===== config.mk =====
export PLATFORM = sky130hd
export DESIGN_NAME = lsu_mem_stage
export DESIGN_NICKNAME = d
export VERILOG_FILES = /design/src/rtl/lsu_mem_stage.sv
export SDC_FILE = /design/constraint.sdc
export NUM_CORES = 1
export LEC_CHECK = 0
export BUFFER_PORTS_ARGS = -buffer_cell sky130_fd_sc_hd__buf_2
export CAP_MARGIN = 40
export CELL_PAD_IN_SITES_DETAIL_PLACEMENT = 0
export CELL_PAD_IN_SITES_GLOBAL_PLACEMENT = 1
export CORE_MARGIN = 10
export CORE_UTILIZATION = 27
export DETAILED_ROUTE_END_ITERATION = 8
export PLACE_DENSITY = 0.59
export SYNTH_ARGS = -nofsm -noshare
export SYNTH_HDL_FRONTEND = slang
export SYNTH_SLANG_ARGS = --single-unit

===== constraint.sdc =====
create_clock -name clk -period 2.4 [get_ports clk]
set_input_delay 0.12 -clock clk [delete_from_list [all_inputs] [get_ports clk]]
set_output_delay 0.12 -clock clk [all_outputs]
set_load 0.005 [all_outputs]

===== src/rtl/lsu_mem_stage.sv =====
// MEM-stage load/store unit: takes one op from EX, runs it on the dcache, returns
// load data to WB and raises misalign/timeout traps.
//
// state     | meaning
// IDLE      | ready for a new op from EX
// ISSUE     | op latched, waiting for dcache ready to pulse req_valid
// WAIT_BUSY | request sent, waiting for the dcache to drop resp_ready
// WAIT_DONE | dcache busy, waiting for resp_valid (load) or resp_ready (store)
module lsu_mem_stage #(
  parameter int TIMEOUT_CYCLES = 1024,
  parameter int TO_W           = 10
) (
  input  logic        clk,
  input  logic        rst_n,
  input  logic        ex_valid,
  output logic        ex_ready,
  input  logic        ex_is_store,
  input  logic [31:0] ex_addr,
  input  logic [31:0] ex_wdata,
  input  logic [1:0]  ex_size,
  input  logic        ex_sign,
  input  logic [4:0]  ex_rd,
  input  logic        flush,
  output logic        wb_valid,
  output logic [4:0]  wb_rd,
  output logic [31:0] wb_data,
  output logic        exc_valid,
  output logic [1:0]  exc_cause,
  output logic [31:0] exc_addr,
  output logic        dcache_req_valid,
  output logic        dcache_write_en,
  output logic [31:0] dcache_req_addr,
  output logic [31:0] dcache_write_data,
  output logic [1:0]  dcache_size,
  output logic        dcache_sign,
  input  logic [31:0] dcache_resp_data,
  input  logic        dcache_resp_valid,
  input  logic        dcache_resp_ready
);

  localparam logic [1:0] MEM_SIZE_H = 2'd1;
  localparam logic [1:0] MEM_SIZE_W = 2'd2;

  typedef enum logic [1:0] {IDLE, ISSUE, WAIT_BUSY, WAIT_DONE} state_t;

  typedef struct packed {
    logic        is_store;
    logic [31:0] addr;
    logic [31:0] wdata;
    logic [1:0]  size;
    logic        sign;
    logic [4:0]  rd;
  } op_t;

  state_t          state;
  op_t             op_q;
  logic [TO_W-1:0] to_cnt;
  logic            flushed_q;
  logic            accept;
  logic            misaligned;
  logic            to_done;
  logic            drop;
  logic            load_resp;
  logic            store_done;

  assign ex_ready   = (state == IDLE);
  assign accept     = ex_valid && ex_ready && !flush;
  assign misaligned = ((ex_size == MEM_SIZE_H) && ex_addr[0]) ||
                      ((ex_size == MEM_SIZE_W) && (ex_addr[1:0] != 2'b00));
  assign to_done    = (to_cnt == TO_W'(TIMEOUT_CYCLES - 1));
  assign drop       = flushed_q || flush;
  assign load_resp  = !op_q.is_store && dcache_resp_valid;
  assign store_done = op_q.is_store && (state == WAIT_DONE) && dcache_resp_ready;

  // A flush in the same cycle as the handshake wins: the request is never sent.
  assign dcache_req_valid  = (state == ISSUE) && dcache_resp_ready && !flush;
  assign dcache_write_en   = op_q.is_store;
  assign dcache_req_addr   = op_q.addr;
  assign dcache_write_data = op_q.wdata;
  assign dcache_size       = op_q.size;
  assign dcache_sign       = op_q.sign;

  always_ff @(posedge clk or negedge rst_n) begin
    if (!rst_n) begin
      state     <= IDLE;
      op_q      <= '0;
      to_cnt    <= '0;
      flushed_q <= 1'b0;
      wb_valid  <= 1'b0;
      wb_rd     <= '0;
      wb_data   <= '0;
      exc_valid <= 1'b0;
      exc_cause <= '0;
      exc_addr  <= '0;
    end else begin
      wb_valid  <= 1'b0;
      exc_valid <= 1'b0;
      case (state)
        IDLE: begin
          if (accept) begin
            op_q      <= '{ex_is_store, ex_addr, ex_wdata, ex_size, ex_sign, ex_rd};
            to_cnt    <= '0;
            flushed_q <= 1'b0;
            if (misaligned) begin
              exc_valid <= 1'b1;
              exc_cause <= ex_is_store ? 2'd1 : 2'd0;
              exc_addr  <= ex_addr;
            end else begin
              state <= ISSUE;
            end
          end
        end
        ISSUE: begin
          if (flush) state <= IDLE;
          else if (dcache_resp_ready) state <= WAIT_BUSY;
        end
        WAIT_BUSY, WAIT_DONE: begin
          // The dcache transaction always runs to completion; a flush only mutes the result.
          if (flush) flushed_q <= 1'b1;
          if (load_resp) begin
            if (!drop) begin
              wb_valid <= 1'b1;
              wb_rd    <= op_q.rd;
              wb_data  <= dcache_resp_data;
            end
            state <= IDLE;
          end else if (store_done) begin
            state <= IDLE;
          end else if (to_done) begin
            if (!drop) begin
              exc_valid <= 1'b1;
              exc_cause <= 2'd2;
              exc_addr  <= op_q.addr;
            end
            state <= IDLE;
          end else begin
            to_cnt <= to_cnt + TO_W'(1);
            if ((state == WAIT_BUSY) && !dcache_resp_ready) state <= WAIT_DONE;
          end
        end
        default: state <= IDLE;
      endcase
    end
  end

endmodule


* Word-level counts from Yosys, hierarchy flattened
Cells that the tools add are included.
** Operators by class
- Add/subtract/negate cells :: 1
- Eq/ne operators :: 17
- Muxes and demuxes :: 41
- Bitwise operators :: 1
- Reductions and logical operators :: 25
** Operators by type and width (count)
- 2-to-1 mux 32 bit :: 6
- case mux 32 bit (2 select lines) :: 1
- 2-to-1 mux 10 bit :: 4
- 2-to-1 mux 2 bit :: 14
- case mux 10 bit (2 select lines) :: 1
- != test 2 bit, second input constant :: 7
- 2-to-1 mux 1 bit :: 11
- adder 10 x 1 -> 10 bit, second input constant :: 1
- == test 10 bit, second input constant :: 1
- logical AND 1 bit :: 10
- AND reduction 7 bit :: 1
- == test 2 bit, second input constant :: 3
- case mux 2 bit (3 select lines) :: 1
- AND reduction 3 bit :: 2
- != test 5 bit, second input constant :: 1
- AND reduction 5 bit :: 1
- == test 2 x 1 -> 1 bit, second input constant :: 2
- != test 2 x 1 -> 1 bit, second input constant :: 2
- case mux 1 bit (2 select lines) :: 2
- case mux 2 bit (2 select lines) :: 1
- AND reduction 4 bit :: 1
- nonzero test 2 bit :: 2
- logical NOT 1 bit :: 3
- != test 3 bit, second input constant :: 1
- other kinds (5) :: 6
** Word-level totals
- Register bits :: 159
- Input bits :: 111
- Logic and storage cells :: 100

* Logic depth before layout (Yosys ltp)
- Word-level depth :: 7
- Depth in mapped cells :: 7

* Worst setup path after synthesis
Ideal clock, no wire load.
- Path type :: register to register
- Start :: register to_cnt[0]
- End :: register exc_addr[10]
- Arrival time :: 1.841 ns
- Path slack :: 0.431 ns
- Cell stages (with the launch flop) :: 8
- Cells stage by stage :: dfrtp_1 ha_1 and3_1 and4_4 a32o_1 buf_2 buf_6 mux2_1
** On the way
- Word-level cells in the longest chain between the ends :: 3
** Ends and longest elaborated chain
- start, declared :: line 57 : logic [TO_W-1:0] to_cnt;
- start signal, assigned :: line 137 : to_cnt <= to_cnt + TO_W'(1);
- == test 10 bit :: line 70 : assign to_done = (to_cnt == TO_W'(TIMEOUT_CYCLES - 1));
- != test 2 bit (no line)
- AND reduction 7 bit (no line)
- end signal, assigned :: line 107 : exc_addr <= ex_addr;
- end signal, assigned :: line 133 : exc_addr <= op_q.addr;
- end, declared :: line 29 : output logic [31:0] exc_addr,
No other way between the ends.
A chain may end at the register's enable or synchronous reset.

* Worst setup path in the final report
- Start :: register to_cnt[0]
- End :: register exc_addr[14]
Same word-level chain as after synthesis.

==> impl_metrics.csv <==
group,metric,value,unit
setup_path,cp.required,2.70,ns
clock_network,cts_sinks,159,
setup_path,worstPathCellList,"ha_1 -> and3_1 -> and4_4 -> a32o_2 -> buf_12 -> mux2_2",
placed_design,portBuffers,253,
pwr,peakVddDrop,0.5192,mV
hold_path,min_path_type,"input pin to flop",
clock_network,clock_latency,0.42,ns
floorplanning,num_rows,59,
route,dr.pass1.iters,4,
clock_network,cts_setup_buffers,0,
yosys,synth_nets,770,
sta,holdWs,0.08710,ns
sta,hold_viol_final,0,
route,num_vias,5505,
yosys,yosysSeqAreaShare,0.5618,
yosys,synth_flop_cell,"dfrtp_1",
yosys,yosysMostFrequentCell,"nand2_1",
job,maxCapViolations,0,
clock_network,cts_made_buffers,17,
floorplanning,initial_utilization,0.2733,
finish,drive_gt1_frac,0.3909,
yosys,syn_area,7082,um2
sta,maxSlewViolCount,0,
floorplanning,io_pins,254,
placed_design,dpl.hpwl,14.15,mm
setup_path,crit_buf_inv,1,
pwr,p_total,0.01081,W
yosys,synth_compound_area_frac,0.02774,
sta,slew_headroom,0.5809,
route,drt.antenna.violating_nets,0,
floorplanning,die_h,182.0,um
clock_network,cts_buffer_depth,2,
route,wire_per_inst,16.16,um
grt,grt_usage,0.1249,
yosys,async_reset_ff_frac,1.000,
yosys,synthAdderAreaFrac,0.001767,
setup_path,worst_path_largest_cell_delay,0.39,ns
setup_path,cp_top_family,"simple AND/OR/NAND/NOR gates",
yosys,ys_warn_count,0,
clock_network,cts_resized,0,
grt,antenna_found_initial,2,
pwr,p_per_area,1091,nW/um2
setup_path,crit_slowest_cell,"dfrtp_1",
yosys,avgSynthCellArea,10.76,um2
yosys,ys_top_cells_by_area,"dfrtp_1 56%, mux2_2 12%, nand2_1 12%",
finish,num_antenna_cells,0,
setup_path,criticalPathCategory,"flop to flop",
yosys,synth-simple-area-share,0.1519,
yosys,synth_edf_count,0,
clock_network,cts_tree,"done",
sta,finalCritPeriodShare,0.8820,
setup_path,critPathArrivalTime,2.42,ns
yosys,synth.area.mux_share,0.1606,
yosys,synth_top_area_cell,"dfrtp_1",
sta,final-setup-viol-count,0,
yosys,synth_xor_xnor_area_share,0.001237,
sta,rsz0062_at_grt,"no",
grt,grt_max_degree,84,
yosys,synth_top_family_by_area,"multiplexers",
route,drt-initial-drc-count,167,
sta,tightest_slew,0.6285,ns
clock_network,cts_htree_levels,4,
sta,fin_tns_setup,0,ns
pwr,p_leak,5.112,nW
grt,grt_pass1_wl,33.31,mm
floorplanning,die_w,182.0,um
clock_network,clkTransAtPathRegs,0.06,ns
finish,syn_to_final_growth,39.88,%
route,drc_errors,0,
route,routed_wl,20.96,mm
yosys,postSynthCellCount,658,
grt,grt_overflow_total,0,
route,vias_per_cell,4.244,
setup_path,critPathMaxFanout,35,
floorplanning,core_area,25910,um2
placed_design,place.gp.congestion,0.7257,
sta,final.min_clock_period,2.117,ns
run_status,status,"completed",
yosys,synth_common_cells,"225 x nand2_1, 159 x dfrtp_1, 76 x mux2_2",
yosys,yosysUniqueCellTypes,35,
yosys,synth-seq-cells,159,
setup_path,start_kind,"flop",
clock_network,root_buffer,"clkbuf_16",
sta,skew,0.01476,ns
setup_path,crit_path_end_kind,"flop",
sta,fmax,472.4,MHz
floorplanning,die-area,33110,um2
finish,final_nets,1062,
grt,grt_pass1_vias,6044,
yosys,synth_top_area_frac,0.5618,
-- metal layers --
| layer | wire [um] | share of wire | global-route usage | vias to the layer above |
|---|---|---|---|---|
| met3 | 1336 | 0.064 | 0.04513 | 18 |
| met5 | 31 | 0.0015 | 0 | - |
| met2 | 10560 | 0.50 | 0.2172 | 141 |
| met4 | 266 | 0.013 | 0.03319 | 4 |
| li1 | - | - | - | 2678 |
| met1 | 8766 | 0.42 | 0.1415 | 2664 |
-- cells in the final DEF (no fill, tap or decap), drive strengths merged --
| cell type | n |
|---|---|
| buf | 265 |
| nand2 | 225 |
| dfrtp | 159 |
| dlygate4sd3 | 107 |
| mux2 | 101 |
| clkbuf | 19 |
| a21oi | 10 |
| inv | 9 |
| o31ai | 8 |
| or4 | 8 |
| nand3 | 7 |
| clkinv | 7 |
| nor2 | 5 |
| o21ai | 5 |
| and3 | 3 |
| nor2b | 2 |
| and2 | 2 |
| nand2b | 2 |
| nand4 | 2 |
| and4 | 2 |
| a32o | 2 |
| a31oi | 1 |
| xor2 | 1 |
| a22o | 1 |
| nor3 | 1 |
| and3b | 1 |
| or3 | 1 |
| a21bo | 1 |
| a221o | 1 |
| nand4b | 1 |
| o22ai | 1 |
| ha | 1 |
| bufinv | 1 |
-- logic make-up after synthesis --
group / count (synthesis)
XOR/XNOR: 1
AND/OR/NAND/NOR: 262
adder cells (fa/ha/maj): 1
flip-flops: 159
multiplexers: 101
buffers and inverters: 104
AO/OA/AOI/OAI: 30
-- area by class of cell --
type / count / area (um2)
multi-input combinational: 395 / 2439
timing repair buffer: 372 / 2496
tap: 335 / 419.2
sequential: 159 / 3980
inverter: 5 / 18.77
clock inverter: 12 / 110.1
fill: 2553 / 16010
clock buffer: 19 / 442.9
-- power breakdown --
group / switching [W] / total [W] / internal, W
Combinational: 0.00176 / 0.00362 / 0.00186
Clock: 0.00117 / 0.00263 / 0.00146
Sequential: 0.000691 / 0.00456 / 0.00387
-- per-stage QoR --
step	setup WS [ns]	area [um2]	util	cells
after floorplan	0.4313	7082	-	658
after global placement	0.3442	8282	0.3196	1159
after detailed placement	0.2952	8282	0.3196	1159
after CTS	0.2866	9906	0.3823	1297
after global routing	0.1713	9906	0.3823	1297
final	0.2832	9906	0.3823	1297
-- final timing paths --
kind	start	to	slack [ns]	cells past startpoint
min in group asynchronous	rst_n	wb_data[16]	0.24	2
worst max register to register	to_cnt[0]	exc_addr[14]	0.28	6
worst min register to register	dcache_write_data[11]	dcache_write_data[11]	0.47	2
worst min-delay path	dcache_resp_ready	state[0]	0.09	3
max in group asynchronous	rst_n	to_cnt[5]	1.46	3
worst max-delay path	to_cnt[0]	exc_addr[14]	0.28	6
-- worst min-delay path: cells and delay by family --
kind / cells / cell delay [ns]
buffers and inverters: 1 / 0.13
and+or+nand+nor: 1 / 0.07
AOI/OAI and AO/OA: 1 / 0.15
-- flip-flops by register name, indices dropped and copies added (netlist names), 5 cells and up --
register	count
dcache_req_addr	32
dcache_write_data	32
exc_addr	32
op_q	5
to_cnt	10
wb_data	32
wb_rd	5
-- repair_timing --
item                                    CTS  global route
hold buffers                            107             0
endpoints found under the hold margin   159             0
endpoints found under the setup margin    0             0
Power figures use the tool's default switching activity.
